<file path="config.mk">
export PLATFORM = sky130hd
export DESIGN_NAME = load_store_unit
export DESIGN_NICKNAME = d
export VERILOG_FILES = /design/src/rtl/load_store_unit_pkg.sv /design/src/rtl/lsu_align.sv /design/src/rtl/load_store_unit.sv
export SDC_FILE = /design/constraint.sdc
export NUM_CORES = 1
export LEC_CHECK = 0
export ABC_AREA = 1
export CAP_MARGIN = 40
export CORE_AREA = 3 3 126 128
export DETAILED_ROUTE_END_ITERATION = 12
export DIE_AREA = 0 0 129 131
export GPL_TIMING_DRIVEN = 0
export PLACE_DENSITY_LB_ADDON = 0.1
export SLEW_MARGIN = 20
export SYNTH_ARGS = -nofsm -noshare
export SYNTH_HDL_FRONTEND = slang
export SYNTH_SLANG_ARGS = --single-unit
</file>
<file path="constraint.sdc">
create_clock -name clk -period 4.3 [get_ports clk]
set_input_delay 0.43 -clock clk [delete_from_list [all_inputs] [get_ports clk]]
set_output_delay 0.43 -clock clk [all_outputs]
set_load 0.02 [all_outputs]
</file>
<file path="src/rtl/load_store_unit_pkg.sv">
// Shared definitions for the load/store unit: widths, RV32I funct3 memory
// encodings, FSM state type and the operation legality check.
package load_store_unit_pkg;

  localparam int WORD_WIDTH    = 32;
  localparam int RF_ADDR_WIDTH = 5;

  localparam logic [2:0] F3_B  = 3'b000;
  localparam logic [2:0] F3_H  = 3'b001;
  localparam logic [2:0] F3_W  = 3'b010;
  localparam logic [2:0] F3_BU = 3'b100;
  localparam logic [2:0] F3_HU = 3'b101;

  typedef enum logic [1:0] {
    ST_IDLE = 2'b00,
    ST_REQ  = 2'b01,
    ST_WAIT = 2'b10
  } lsu_state_e;

  // Legal encoding and natural alignment; unsigned variants exist only for loads.
  function automatic logic op_legal(input logic       is_st,
                                    input logic [2:0] f3,
                                    input logic [1:0] off);
    logic ok;
    case (f3)
      F3_B:    ok = 1'b1;
      F3_H:    ok = ~off[0];
      F3_W:    ok = (off == 2'b00);
      F3_BU:   ok = ~is_st;
      F3_HU:   ok = ~is_st & ~off[0];
      default: ok = 1'b0;
    endcase
    return ok;
  endfunction

endpackage

</file>
<file path="src/rtl/lsu_align.sv">
// Combinational lane logic: byte enables and store lane replication, plus
// load lane extraction with sign/zero extension.
module lsu_align
  import load_store_unit_pkg::*;
(
  input  logic [1:0]            st_size,
  input  logic [1:0]            st_off,
  input  logic [WORD_WIDTH-1:0] st_data,
  input  logic [2:0]            ld_funct3,
  input  logic [1:0]            ld_off,
  input  logic [WORD_WIDTH-1:0] rdata,
  output logic [3:0]            be,
  output logic [WORD_WIDTH-1:0] wdata,
  output logic [WORD_WIDTH-1:0] ld_data
);

  logic [WORD_WIDTH-1:0] lane_s;

  // Store side: enables follow the byte offset, data is replicated across lanes.
  always_comb begin
    be    = 4'b1111;
    wdata = st_data;
    case (st_size)
      2'b00: begin
        be    = 4'b0001 << st_off;
        wdata = {4{st_data[7:0]}};
      end
      2'b01: begin
        be    = 4'b0011 << st_off;
        wdata = {2{st_data[15:0]}};
      end
      default: begin
        be    = 4'b1111;
        wdata = st_data;
      end
    endcase
  end

  // Load side: shift the addressed lane down to bit 0, then extend.
  always_comb begin
    lane_s  = rdata >> {ld_off, 3'b000};
    ld_data = lane_s;
    case (ld_funct3)
      F3_B:    ld_data = {{24{lane_s[7]}}, lane_s[7:0]};
      F3_H:    ld_data = {{16{lane_s[15]}}, lane_s[15:0]};
      F3_BU:   ld_data = {24'h00_0000, lane_s[7:0]};
      F3_HU:   ld_data = {16'h0000, lane_s[15:0]};
      default: ld_data = lane_s;
    endcase
  end

endmodule

</file>
<file path="src/rtl/load_store_unit.sv">
// RV32I load/store unit: single outstanding data-memory access with a
// request/grant/response handshake and register-file writeback for loads.
module load_store_unit
  import load_store_unit_pkg::*;
(
  input  logic                     clk,
  input  logic                     rst,
  input  logic                     req_valid,
  output logic                     req_ready,
  input  logic                     is_store,
  input  logic [2:0]               funct3,
  input  logic [WORD_WIDTH-1:0]    addr,
  input  logic [WORD_WIDTH-1:0]    store_data,
  input  logic [RF_ADDR_WIDTH-1:0] rd,
  output logic                     mem_req,
  output logic                     mem_we,
  output logic [3:0]               mem_be,
  output logic [WORD_WIDTH-1:0]    mem_addr,
  output logic [WORD_WIDTH-1:0]    mem_wdata,
  input  logic                     mem_gnt,
  input  logic                     mem_rvalid,
  input  logic [WORD_WIDTH-1:0]    mem_rdata,
  output logic                     wb_we,
  output logic [RF_ADDR_WIDTH-1:0] wb_addr,
  output logic [WORD_WIDTH-1:0]    wb_data,
  output logic                     stall,
  output logic                     fault
);

  lsu_state_e state_r;
  lsu_state_e state_nxt_s;

  logic                     accept_s;
  logic                     legal_s;
  logic                     go_s;
  logic                     is_store_r;
  logic [2:0]               funct3_r;
  logic [1:0]               off_r;
  logic [RF_ADDR_WIDTH-1:0] rd_r;
  logic [3:0]               be_s;
  logic [WORD_WIDTH-1:0]    wdata_s;
  logic [WORD_WIDTH-1:0]    ld_data_s;

  assign accept_s  = (state_r == ST_IDLE) & req_valid;
  assign legal_s   = op_legal(is_store, funct3, addr[1:0]);
  assign go_s      = accept_s & legal_s;
  assign req_ready = (state_r == ST_IDLE);
  assign stall     = (state_r != ST_IDLE);

  lsu_align u_align (
    .st_size   (funct3[1:0]),
    .st_off    (addr[1:0]),
    .st_data   (store_data),
    .ld_funct3 (funct3_r),
    .ld_off    (off_r),
    .rdata     (mem_rdata),
    .be        (be_s),
    .wdata     (wdata_s),
    .ld_data   (ld_data_s)
  );

  // FSM state register.
  always_ff @(posedge clk or posedge rst) begin
    if (rst) begin
      state_r <= ST_IDLE;
    end else begin
      state_r <= state_nxt_s;
    end
  end

  // FSM next-state logic; responses outside WAIT are simply not looked at.
  always_comb begin
    state_nxt_s = state_r;
    case (state_r)
      ST_IDLE: begin
        if (go_s) state_nxt_s = ST_REQ;
        else      state_nxt_s = ST_IDLE;
      end
      ST_REQ: begin
        if (mem_gnt) state_nxt_s = ST_WAIT;
        else         state_nxt_s = ST_REQ;
      end
      ST_WAIT: begin
        if (mem_rvalid) state_nxt_s = ST_IDLE;
        else            state_nxt_s = ST_WAIT;
      end
      default: state_nxt_s = ST_IDLE;
    endcase
  end

  // Capture the op attributes needed when the response returns.
  always_ff @(posedge clk or posedge rst) begin
    if (rst) begin
      is_store_r <= 1'b0;
      funct3_r   <= 3'b000;
      off_r      <= 2'b00;
      rd_r       <= '0;
    end else if (go_s) begin
      is_store_r <= is_store;
      funct3_r   <= funct3;
      off_r      <= addr[1:0];
      rd_r       <= rd;
    end
  end

  // Memory request outputs, loaded on accept and frozen until granted.
  always_ff @(posedge clk or posedge rst) begin
    if (rst) begin
      mem_req   <= 1'b0;
      mem_we    <= 1'b0;
      mem_be    <= 4'b0000;
      mem_addr  <= '0;
      mem_wdata <= '0;
    end else begin
      case (state_r)
        ST_IDLE: begin
          if (go_s) begin
            mem_req   <= 1'b1;
            mem_we    <= is_store;
            mem_be    <= be_s;
            mem_addr  <= {addr[31:2], 2'b00};
            mem_wdata <= wdata_s;
          end
        end
        ST_REQ: begin
          if (mem_gnt) mem_req <= 1'b0;
        end
        default: mem_req <= 1'b0;
      endcase
    end
  end

  // Fault pulse for a rejected op.
  always_ff @(posedge clk or posedge rst) begin
    if (rst) begin
      fault <= 1'b0;
    end else begin
      fault <= accept_s & ~legal_s;
    end
  end

  // Load writeback; x0 is never written and address/data hold between writes.
  always_ff @(posedge clk or posedge rst) begin
    if (rst) begin
      wb_we   <= 1'b0;
      wb_addr <= '0;
      wb_data <= '0;
    end else if ((state_r == ST_WAIT) && mem_rvalid && !is_store_r &&
                 (rd_r != '0)) begin
      wb_we   <= 1'b1;
      wb_addr <= rd_r;
      wb_data <= ld_data_s;
    end else begin
      wb_we   <= 1'b0;
    end
  end

endmodule
</file>
### Yosys cells after proc, flatten, opt, wreduce, memory -nomap -nowiden

Cells that the tools add are included.

* register bits after elaboration: 120
* input port bits: 110
* output and inout port bits: 111
* logic and storage cells: 61

* equality and inequality tests: 12
* shifts and indexed selects: 3
* muxes and demuxes: 12
* bitwise operators: 7
* reductions and logical operators: 13

Operators by type and width (number)
* $pmux W32 S4: 1
* $pmux W32 S2: 1
* $shr A32 B5 Y32: 1
* $eq A3 B3 Y1 const B: 4
* $pmux W4 S2: 1
* $eq A3 B1 Y1 const B: 2
* $logic_not A2 Y1: 3
* $logic_not A3 Y1: 2
* $pmux W2 S3: 1
* $pmux W1 S5: 1
* $reduce_bool A5 Y1: 1
* $and A1 B1 Y1: 4
* $eq A2 B1 Y1 const B: 2
* $mux W1: 4
* $mux W2: 2
* $reduce_and A2 Y1: 2
* $shl A1 B2 Y4 const A: 1
* $shl A2 B2 Y4 const A: 1
* $eq A3 B2 Y1 const B: 1
* $logic_and A1 B1 Y1: 3
* $not A1 Y1: 3
* $eq A2 B2 Y1 const B: 1
* $ne A2 B1 Y1 const B: 1
* $ne A2 B2 Y1 const B: 1
* 3 further kinds: 3

### Longest topological paths before layout

Gate-level depths: netlist of run 1.

* word-level depth: 6
* gate-level depth with buffers: 10
* gate-level depth less buffers: 8

### Modules after synthesis

From an unflattened synthesis of run 1, not the netlist that was laid out.

* cells, all modules: 793
* area total of the unflattened synthesis: 6129.6 sq um

By module, submodules not included
* load_store_unit: times used 1, cells an instance 537, area an instance 4814.6 sq um, sequential area each 3002.9 sq um
* lsu_align: times used 1, cells an instance 256, area an instance 1315.0 sq um, sequential area each 0.0 sq um

### Worst setup path before layout of run 1

Ideal clock, no wire load.

* path type: register to register
* start: register state_r[0]
* end: register mem_addr[17]
* library setup time: 0.065 ns
* arrival time: 1.478 ns
* data required time: 4.235 ns
* setup slack: 2.758 ns
* cell stages (with the launch flop): 9
* buffers on the path: 1
* clock period less this slack: 1.542 ns
* path through: dfrtp_1 inv_1 nand2_1 inv_1 nand2_1 nor2_8 buf_4 nand2_1 nand2_1

* word-level cells in the longest chain between the ends: 4

Ends and longest elaborated chain
* start, declared: RTL line load_store_unit.sv:30 `lsu_state_e state_r;`
* start signal, assigned: RTL line load_store_unit.sv:67 `state_r <= state_nxt_s;`
* $logic_not A2 Y1 (*)
* net req_ready: RTL line load_store_unit.sv:9 `output logic req_ready,`
* $and A1 B1 Y1: RTL line load_store_unit.sv:44 `assign accept_s = (state_r == ST_IDLE) & req_valid;`
* $and A1 B1 Y1: RTL line load_store_unit.sv:46 `assign go_s = accept_s & legal_s;`
* $reduce_and A2 Y1 (no line) (*)
* end signal, assigned: RTL line load_store_unit.sv:121 `mem_addr <= {addr[31:2], 2'b00};`
* end, declared: RTL line load_store_unit.sv:18 `output logic [WORD_WIDTH-1:0] mem_addr,`

Mark *: on every way through the listed nets, which the timed path passes. The rest lies on a longest branch.
A chain may end at the register's enable or synchronous reset.

### Worst setup path in the final report of run 1

* start: register state_r[1]
* end: output port req_ready

* word-level cells in the longest chain between the ends: 1

Ends and longest elaborated chain
* $logic_not A2 Y1: RTL line load_store_unit.sv:47 `assign req_ready = (state_r == ST_IDLE);`
* end, declared: RTL line load_store_unit.sv:9

No other way between the ends.

==> results of run 1 <==
==> power groups by stage <==
stage	logic [µW]	registers (µW)	clock network [µW]
floorplan	830	2270	0
global placement	2450	1800	0
detailed placement	2460	1800	0
CTS	2470	1790	1750
global route	2670	1840	1800
finish	2450	1790	1730
==> worst max path at each step <==
stage	start	to	slack, ns	cells after the start
2_1_floorplan	rst	fault	0.68	1
3_3_place_gp	rst	mem_addr[5]	-1.23	2
4_1_cts	state_r[0]	req_ready	2.16	4
3_5_place_dp	funct3[1]	mem_wdata[16]	2.04	7
5_1_grt	state_r[1]	req_ready	2.09	4
6_report	state_r[1]	req_ready	2.18	4
==> metal layers <==
layer  global-route usage [%]  vias to the layer above  part of all wire [%]
met5                        0                        -                     0
met4                     7.54                        0                   1.9
met3                     6.46                       21                   7.8
met2                     33.4                      215                    47
met1                     27.1                     2542                    44
li1                         -                     2820                     -
==> area by class of cell <==
class | count | area, µm² | share of cell area [%]
sequential | 120 | 3000 | 33.6
multi-input combinational | 543 | 2310 | 25.9
timing repair buffer | 219 | 2210 | 24.7
clock buffer | 21 | 480 | 5.37
buffer | 41 | 279 | 3.12
clock inverter | 11 | 240 | 2.69
tap | 188 | 235 | 2.63
inverter | 46 | 180 | 2.01
antenna | 1 | 2.50 | 0.0280
==> cell usage in the layout (no fill, tap or decap), drive strengths merged <==
master | netlist | routed
a21oi | 18 | 18
o211ai | 1 | 1
nor2 | 87 | 87
o22ai | 1 | 1
o21ai | 49 | 49
bufinv | 0 | 7
o31ai | 7 | 7
dfrtp | 120 | 120
clkbuf | 8 | 29
clkdlybuf4s50 | 0 | 218
a21boi | 3 | 3
diode | 0 | 1
buf | 33 | 34
clkinv | 0 | 3
conb | 1 | 2
inv | 46 | 46
nand3 | 56 | 56
nand2 | 317 | 317
nand4 | 1 | 1
nor3 | 1 | 1
clkinvlp | 0 | 1
==> state kept, by name, indices dropped and copies added (netlist names) <==
signal	count
fault	1
funct3_r	3
is_store_r	1
mem_addr	30
mem_be	4
mem_req	1
mem_wdata	32
mem_we	1
off_r	2
rd_r	5
state_r	2
wb_addr	5
wb_data	32
wb_we	1
==> cells by family (layout without fill, tap and decap cells) <==
family / after synthesis / in the layout / share of synthesized area [%]
simple gates: 462 / 462 / 32.6
flops: 120 / 120 / 52.1
buf+inv: 87 / 338 / 7.88
compound gates: 79 / 79 / 7.42
other cells: 1 / 3 / 0.0650
==> metrics by stage <==
step                      TNS (ns)  utilization (%)
final                            0             59.7
after global routing             0             59.7
after CTS                        0             59.7
after detailed placement         0             54.9
after global placement     -146.92             54.7
after floorplan                  0                -
==> run summary, run 1 <==
In this run the power spent charging and discharging nets is 2090 µW. The minimum setup slack among reg-to-reg paths came out at 2.65 ns. The total CTS buffers is 17. The category of cells accounting for the largest share of critical-path delay is buffers and inverters. The final period demand of the worst path is 2.12 ns. TritonCTS built the clock tree. The final number of setup-violating endpoints is 0. Sorting the synthesized cells by how often they occur yields nand2_1, dfrtp_1, nor2_1. In this run the tightest slew margin relative to its limit is 62.4%.

For the pin with the worst max-slew slack, the measured transition is 0.564 ns. The layout has 1405 filler cells. The area inside the core boundary is 0.0150 mm².

The count of vias placed by the detailed router came out at 5598. The number of placement rows came out at 45. The min-delay analysis places its worst path in the category primary input to async pin. The synthesized design contains 120 register bits. For the worst setup path, the data required time is 3.87 ns. The number of cells produced by synthesis came out at 749. For the worst-skew pair, the clock arrives at the later sink with an insertion delay of 0.41 ns. The number of iterations in the first detailed-routing pass is 5. The power share of the clock group came out at 29.0%. The area growth from synthesis to final layout came out at 55.1%.

The internal power component came out at 3870 µW. The number of cells upsized or downsized after cts came out at 0. The async set-reset flop share out of synthesis came out at 100%.

Leaving out filler cells and counting taps, the final layout contains 1190. The achievable frequency is 472 MHz. The number of pins with negative max-slew slack in the final report is 0. The worst setup path is captured at a primary output. The total routing usage reported by global routing came out at 20.9%.

The final cycle utilization of the critical path came out at 49.2%. For this design, the slowest cell found on the critical path is clkdlybuf4s50_1. The starting density of the core came out at 38.5%. The worst-case setup margin in the final layout is 2.18 ns. The proportion of synthesized chip area in sequential cells came out at 52.1%. The x dimension of the die came out at 129 µm.

In the routed design, unresolved DRC markers number 0. The total count of hold-check failures in the final report came out at 0. Traced cell by cell, the critical path runs through inv_1 -> nand2_1 -> inv_1 -> clkdlybuf4s50_1. The port buffer count came out at 218. By instance count, the cell type seen most on the critical path is inv_1. The starting DRC count in detailed routing is 351. The number of levels in the clock H-tree is 4. The largest fanout on the critical path came out at 3. The layout cell share with drive strength beyond 1 is 7.99%. The synthesized netlist contains 27 unique library cells. The post-CTS setup-driven buffer insertion count came out at 0. Ranked by total cell area, the synthesized netlist is headed by dfrtp_1, nand2_1, nor2_1.

After clock tree synthesis, the clock-pin slew on the worst setup and hold paths is 0.05 ns. The critical path's largest stage delay came out at 0.65 ns. The post-route total power is 5970 µW. The die footprint came out at 0.0169 mm². Setup repair after global routing left no endpoint under its margin. Counting every sink on the clock net gives 120.

The number of nets in the final layout came out at 1098. The arrival time at the worst endpoint came out at 1.69 ns. The number of cell instances on the worst register-to-register path came out at 9. The worst-case IR drop observed on VDD is 298 µV. Of the post-synthesis cell area, the dominant cell type holds 52.1%. In this run, synthesis inferred 0 flip-flops with an integrated enable. After synthesis the cells add up to 0.00577 mm². The via density per instance is 4.70. The average wire length per cell after detail routing is 14.7 µm. For this block, the routed nets add up to 17.5 mm of wire.

The detailed placer's ending HPWL is 13.1 mm. The number of nets with antenna violations after routing came out at 0. The CTS root buffer is clkbuf_16. The number of buffers and inverters on the critical path is 3.

The initial antenna violation count came out at 1. The proportion of power drawn by flip-flops and latches is 30.0%. The critical path in this run is classified as flip-flop to primary output. The final-layout worst hold slack came out at 0.443 ns. The worst slack after detailed placement came out at 2.04 ns. Among all flip-flop cells after synthesis, the most frequent one is dfrtp_1. The average footprint of a synthesized cell came out at 7.70 µm². In this run the count of I/O pins placed on the die edge is 221. Max-cap violations in this run came to 0. The synthesized design spends more area on one cell type than any other, namely dfrtp_1. The largest net degree at the start of global routing is 69. The largest clock skew in the final design came out at 0.00597 ns. For this design, the CTS-stage hold fixing added 0 buffers. Summing all non-filler instances in the final layout gives an area of 0.00894 mm². The via count of the first global-routing pass came out at 5349. The number of placed instances, taps included, is 1157. The wire length of the first global-routing pass came out at 27.5 mm.

For this design the ratio of total power to cell area is 667 mW/mm². The analysis attributes to cell leakage a power of 0.00432 µW. The logic gate share of total power came out at 41.0%. The sum of overflow across all layers after global routing came out at 0.

The worst register-to-register path ends at wb_data[10]. nand2_1 is the most common cell in the netlist. The number of buffers on the longest clock path is 2.

STA classifies the critical path startpoint as a flip-flop. The flow ran to the end, and the final reports show no timing, DRC or antenna violations. Yosys printed 0 warnings. The worst register-to-register path begins at state_r[0]. The overall die height came out at 131 µm. The instance area after placement is 0.00822 mm². Of the total power, the share spent switching nets is 35.1%. At the end of routability-driven placement, the weighted congestion stood at 0.935.
Power figures use the tool's default switching activity.
==> run 2: changes to the inputs <==
Clock period 4.3 ns to 2.15 ns, I/O delays scaled along.
==> run 2 against run 1 <==
Against the previous run:
- first-iteration DRC count is 14% higher
- cell count is 0.17% lower
- sequential cell count stayed put
- via count is 0.45% higher
- die area stayed put
- hold slack worse by 0.17 ns
- clock power is 58% higher
- largest cell class unchanged
==> run summary, run 2 (synthesis gave the netlist of run 1 again) <==
Result of the run: complete, no violations (unchanged). The total routing usage reported by global routing was 21.1% (was 20.9%). The final cycle utilization of the critical path came out at 89.2%. The die footprint came out at 0.0169 mm² (unchanged). The kind of path behind the tightest hold check was primary input to async pin (unchanged).

The sort of element at the start of the critical path is a flip-flop (unchanged). The number of buffers on the longest clock path came out at 2 (unchanged). The fill cell instance count of the final layout is 1386 (was 1405).

The hold buffer count at cts came out at 0 (unchanged). The type of the setup path with the least slack is flip-flop to primary output (unchanged). The number of cells upsized or downsized after cts came out at 0 (unchanged). The critical path capture point type was a primary output (unchanged).

The final period demand of the worst path is 1.92 ns. Most frequent cells in the layout: nand2_1, clkdlybuf4s50_1, dfrtp_1 (unchanged). The number of iterations in the first detailed-routing pass is 5 (unchanged). The post-placement cell count was 1159 (was 1157). The insertion delay to the later sink of the worst-skew pair came out at 0.41 ns (about the same). The x dimension of the die came to 129 µm (unchanged). The arrival time at the worst endpoint is 1.70 ns (was 1.69 ns). The instance area after placement came to 0.00825 mm² (was 0.00822 mm²). The final number of setup-violating endpoints came to 0 (unchanged).

The power density normalized to cell area was 1280 mW/mm² (was 667 mW/mm²). The achievable frequency is 521 MHz. The setup total negative slack came out at 0 ns (unchanged). The count of vias placed by the detailed router is 5623 (was 5598). The largest clock skew in the final design is 0.00785 ns (was 0.00597 ns). RSZ-0062 raised after global routing: no (unchanged).

Biggest regs: mem_wdata (32), wb_data (32), mem_addr (30) (unchanged). The endpoint of the worst register-to-register path is wb_data[8] (was wb_data[10]). The count of boundary I/O pins came out at 221 (unchanged). The largest fanout on the critical path is 3 (unchanged).

The residual DRC count is 0 (unchanged). The number of nets in the final layout was 1100 (was 1098). The final-layout worst hold slack came out at 0.274 ns (was 0.443 ns). The leakage power total is 0.00425 µW (was 0.00432 µW). The number of diodes came out at 0 (was 1). The clock transition time at the flip-flop clock pins of the worst setup and hold paths was 0.05 ns (about the same).

The port buffer count came out at 218 (unchanged). The wire length of the first global-routing pass came out at 27.6 mm (was 27.5 mm). The average wire length per cell after detail routing was 14.9 µm (was 14.7 µm).

The total count of hold-check failures in the final report is 0 (unchanged). The number of nets with antenna violations after routing is 0 (unchanged). The number of levels in the clock H-tree came out at 4 (unchanged). The overall die height was 131 µm (unchanged). The final routed wirelength across all metal layers came to 17.7 mm (was 17.5 mm). The via density per instance was 4.73 (was 4.70).

The area inside the core boundary came to 0.0150 mm² (unchanged). The largest net degree at the start of global routing is 32 (was 69). The sum of overflow across all layers after global routing is 0 (unchanged). The count of non-filler cells in the finished layout is 1188 (was 1190).

The TritonCTS sink count is 120 (unchanged). The layout cell share with drive strength beyond 1 is 7.70% (was 7.99%). The number of maximum-capacitance constraint violations came to 0 (unchanged). The CTS tree is done (unchanged). The minimum setup slack among reg-to-reg paths is 0.49 ns (was 2.65 ns). The final weighted congestion of routability-driven global placement is 0.911 (was 0.935). The total CTS buffers was 17 (unchanged). The worst-case vdd ir drop came out at 625 µV (was 298 µV). The endpoint required time on the critical path came out at 1.93 ns (was 3.87 ns). The final standard cell area without fillers is 0.00881 mm² (was 0.00894 mm²). The CTS root buffer is clkbuf_16 (unchanged).

The source of the critical timing path was state_r[1] (unchanged). The starting density of the core came to 38.5% (unchanged). The starting DRC count in detailed routing came out at 401 (was 351). The number of placement rows is 45 (unchanged). The actual slew at the worst max-slew pin came to 0.717 ns (was 0.564 ns).

The detailed placer's ending HPWL is 13.3 mm (was 13.1 mm). The number of cell instances on the worst register-to-register path came out at 9 (unchanged). The post-CTS setup-driven buffer insertion count came out at 0 (unchanged). The number of pins with negative max-slew slack in the final report came out at 0 (unchanged). The via count of the first global-routing pass came out at 5380 (was 5349). The headroom to the max-slew limit is 52.1% (was 62.4%).

The most common cell after layout, fill and taps aside was nand2_1 (unchanged). The initial antenna violation count is 0 (was 1). The origin of the critical flop-to-flop path is state_r[0] (unchanged). The end point of the critical path is req_ready (unchanged).

The area growth from synthesis to final layout came out at 52.8% (was 55.1%).
## run 2: cell count changes in the layout (fill, tap and decap cells not counted)
cell,before,now
clkbuf_1,8,10
inv_6,1,0
clkbuf_8,4,2
buf_16,1,0
bufinv_16,7,2
clkinvlp_4,1,5
buf_12,0,3
clkinv_2,1,2
diode_2,1,0
clkinv_4,2,0
## run 2: worst min-delay path by stage
| stage | startpoint | endpoint | depth (start not counted) | slack (ns) |
|---|---|---|---|---|
| finish | rst | mem_addr[5] | 2 | 0.27 |
| global route | rst | mem_addr[5] | 2 | 0.33 |
| CTS | rst | mem_addr[5] | 2 | 0.28 |
| detailed placement | mem_addr[25] | mem_addr[25] | 2 | 0.46 |
| global placement | mem_addr[31] | mem_addr[31] | 2 | 0.45 |
| floorplan | mem_rvalid | state_r[1] | 1 | 0.32 |
## run 2: routing by layer
| metal | up-vias | GRT usage, % | share of wire [%] |
|---|---|---|---|
| li1 | 2824 | - | - |
| met1 | 2602 | 28.1 | 44 |
| met2 | 184 | 33.2 | 47 |
| met3 | 13 | 6.63 | 7.7 |
| met4 | 0 | 6.42 | 1.1 |
| met5 | - | 0 | 0 |
## run 2: metrics by stage
step,worst slack (ns),total power (µW),util (%)
finish,0.232,11200,58.8
global route,0.169,11900,58.8
CTS,0.231,11300,58.8
detailed placement,0.0954,8550,55.1
global placement,-0.780,8510,54.7
floorplan,0.466,6190,-
## run 2: critical path: stages, from the launching register on
cell and delay [ns]:
dfrtp_1 0.39, inv_1 0.09, nand2_1 0.07, inv_1 0.10
clkdlybuf4s50_1 0.65
## run 2: report_power, final
| part | internal [µW] | switching [µW] |
|---|---|---|
| clock | 1740 | 1000 |
| combinational | 2220 | 2700 |
| sequential | 3110 | 471 |
## run 2: cell type report
cell class	instances	area, µm²	area share, %
Sequential cell	120	3000	34.1
Buffer	41	279	3.17
Clock inverter	8	100	1.14
Multi-Input combinational cell	543	2310	26.3
Inverter	46	179	2.03
Tap cell	188	235	2.67
Timing Repair Buffer	221	2240	25.4
Clock buffer	21	460	5.23
==> run 3: changes to the inputs <==
Settings changed: CTS_BUF_LIST set to sky130_fd_sc_hd__clkbuf_4 sky130_fd_sc_hd__clkbuf_8.
==> run 3 against run 2 <==
Against the previous run:
- count of clock-buffer cells in the layout unchanged
- wire length shrank 0.51%
- register-to-register slack about the same
- clock skew increased by 0.0020 ns
- total power down 6.8%
- sequential cell count stayed put
- cell count unchanged
- critical path depth is the same
- maximum frequency decreased by 0.51%
- sequential share of layout area up 0.73 points
- setup slack got worse by 0.0098 ns
- non-clock buffer count is the same
==> run summary, run 3 (synthesis gave the netlist of run 1 again) <==
Result of the run: complete, no violations (unchanged). The CTS tree was done (unchanged). The insertion delay to the later sink of the worst-skew pair is 0.44 ns (was 0.41 ns). The port buffer count is 218 (unchanged). The leakage power total is 0.00417 µW (was 0.00425 µW). The number of buffers on the longest clock path came out at 2 (unchanged). The layout cell share with drive strength beyond 1 was 7.90% (was 7.70%).

The number of maximum-capacitance constraint violations is 0 (unchanged). The number of levels in the clock H-tree came out at 4 (unchanged). The die footprint came out at 0.0169 mm² (unchanged). The largest clock skew in the final design came out at 0.00982 ns (was 0.00785 ns).

The via count of the first global-routing pass came to 5361 (was 5380). Crit-path cells: inv_1 -> nand2_1 -> inv_1 -> clkdlybuf4s50_1 (unchanged). The total CTS buffers is 17 (unchanged). The via density per instance came out at 4.75 (was 4.73). The count of boundary I/O pins came out at 221 (unchanged). The setup total negative slack is 0 ns (unchanged). The starting DRC count in detailed routing is 317 (was 401).

The post-CTS setup-driven buffer insertion count is 0 (unchanged). The hold buffer count at cts is 0 (unchanged). The total routing usage reported by global routing is 20.9% (was 21.1%). The residual DRC count came out at 0 (unchanged). The worst-case setup margin in the final layout came out at 0.222 ns (was 0.232 ns). The worst-case vdd ir drop came out at 544 µV (was 625 µV). The TritonCTS sink count is 120 (unchanged).

The clock transition time at the flip-flop clock pins of the worst setup and hold paths came out at 0.07 ns (was 0.05 ns). The area inside the core boundary came out at 0.0150 mm² (unchanged). The largest fanout on the critical path is 3 (unchanged). The endpoint required time on the critical path came to 1.93 ns (about the same). The final period demand of the worst path is 1.93 ns (was 1.92 ns). The kind of path behind the tightest hold check is primary input to async pin (unchanged). Most frequent cells in the layout: nand2_1, clkdlybuf4s50_1, dfrtp_1 (unchanged). The headroom to the max-slew limit came out at 51.6% (was 52.1%). The starting density of the core came out at 38.5% (unchanged). The actual slew at the worst max-slew pin came out at 0.725 ns (was 0.717 ns). The power density normalized to cell area is 1220 mW/mm² (was 1280 mW/mm²). The fill cell instance count of the final layout came out at 1413 (was 1386). The critical path's largest stage delay is 0.65 ns (about the same). The number of cells upsized or downsized after cts is 0 (unchanged).

The total count of hold-check failures in the final report came out at 0 (unchanged). The sum of overflow across all layers after global routing came out at 0 (unchanged). The wire length of the first global-routing pass is 27.4 mm (was 27.6 mm). The final number of setup-violating endpoints is 0 (unchanged). The arrival time at the worst endpoint came to 1.71 ns (was 1.70 ns). The critical path capture point type is a primary output (unchanged).

The final cycle utilization of the critical path came out at 89.7% (was 89.2%). The type of the setup path with the least slack is flip-flop to primary output (unchanged). The CTS root buffer is clkbuf_8 (was clkbuf_16). The post-placement cell count came out at 1159 (unchanged). The most common cell after layout, fill and taps aside is nand2_1 (unchanged). The count of vias placed by the detailed router is 5638 (was 5623). The detailed placer's ending HPWL was 13.3 mm (unchanged).

The post-route total power came out at 10500 µW (was 11200 µW). The count of buffering cells on the critical path with inverters included came to 3 (unchanged). The number of diodes is 0 (unchanged). The number of pins with negative max-slew slack in the final report came out at 0 (unchanged). The initial antenna violation count is 0 (unchanged). The worst slack after detailed placement came out at 0.0954 ns (unchanged).

The final routed wirelength across all metal layers came out at 17.6 mm (was 17.7 mm). The achievable frequency came out at 519 MHz (was 521 MHz). The final weighted congestion of routability-driven global placement was 0.911 (unchanged). The critical path's slowest cell is clkdlybuf4s50_1 (unchanged). The overall die height was 131 µm (unchanged). The sort of element at the start of the critical path was a flip-flop (unchanged). The category of cells accounting for the largest share of critical-path delay was buffers and inverters (unchanged). The number of nets with antenna violations after routing came out at 0 (unchanged).

RSZ-0062 raised after global routing: no (unchanged). Biggest regs: mem_wdata (32), wb_data (32), mem_addr (30) (unchanged). The area growth from synthesis to final layout came out at 49.6% (was 52.8%). The number of iterations in the first detailed-routing pass came to 4 (was 5).

The x dimension of the die is 129 µm (unchanged). The library cell appearing most often on the critical path is inv_1 (unchanged). The average wire length per cell after detail routing came to 14.8 µm (was 14.9 µm). The count of non-filler cells in the finished layout was 1188 (unchanged). The number of nets in the final layout is 1100 (unchanged). The number of placement rows is 45 (unchanged).

The largest net degree at the start of global routing is 32 (unchanged).
## run 3: final timing paths
kind | start | to | slack [ns] | depth (start not counted)
worst max-delay path | state_r[0] | req_ready | 0.22 | 4
worst min-delay path | rst | mem_addr[5] | 0.25 | 2
worst max register to register | rd_r[2] | wb_data[10] | 0.48 | 7
worst min register to register | mem_addr[26] | mem_addr[26] | 0.47 | 2
max in group asynchronous | rst | wb_data[9] | 0.85 | 5
min in group clk | addr[31] | mem_addr[31] | 0.31 | 3
## run 3: power by group
part,internal (µW),switching [µW]
clock,1090,895
combinational,2220,2700
sequential,3110,471
## run 3: metal layers
layer	GRT usage (%)	part of all wire (%)
met5	0	0
met1	27.6	44
met4	6.18	1.7
met3	7.64	8.4
met2	32.5	46
## run 3: worst register-to-register path, stage by stage, from the launching register on
cell and delay (ns):
dfrtp_1 0.40, nor2_1 0.13, nand3_1 0.33, nand2_2 0.25, buf_2 0.27, nand2_1 0.08, nand2_1 0.07, inv_1 0.03
## run 3: stage by stage
stage | util (%) | cell area, µm² | hold WS [ns]
after floorplan | - | 5770 | 0.315
after global placement | 54.7 | 8190 | 0.453
after detailed placement | 55.1 | 8250 | 0.457
after CTS | 57.6 | 8630 | 0.245
after global routing | 57.6 | 8630 | 0.280
final | 57.6 | 8630 | 0.246
## run 3: final cells by class
cell class / count / area [µm²] / share of cell area (%)
tap: 188 / 235 / 2.73
inverter: 46 / 179 / 2.07
clock inverter: 8 / 100 / 1.16
buffer: 41 / 279 / 3.23
multi-input combinational: 543 / 2310 / 26.8
timing repair buffer: 221 / 2240 / 26.0
clock buffer: 21 / 277 / 3.20
sequential: 120 / 3000 / 34.8
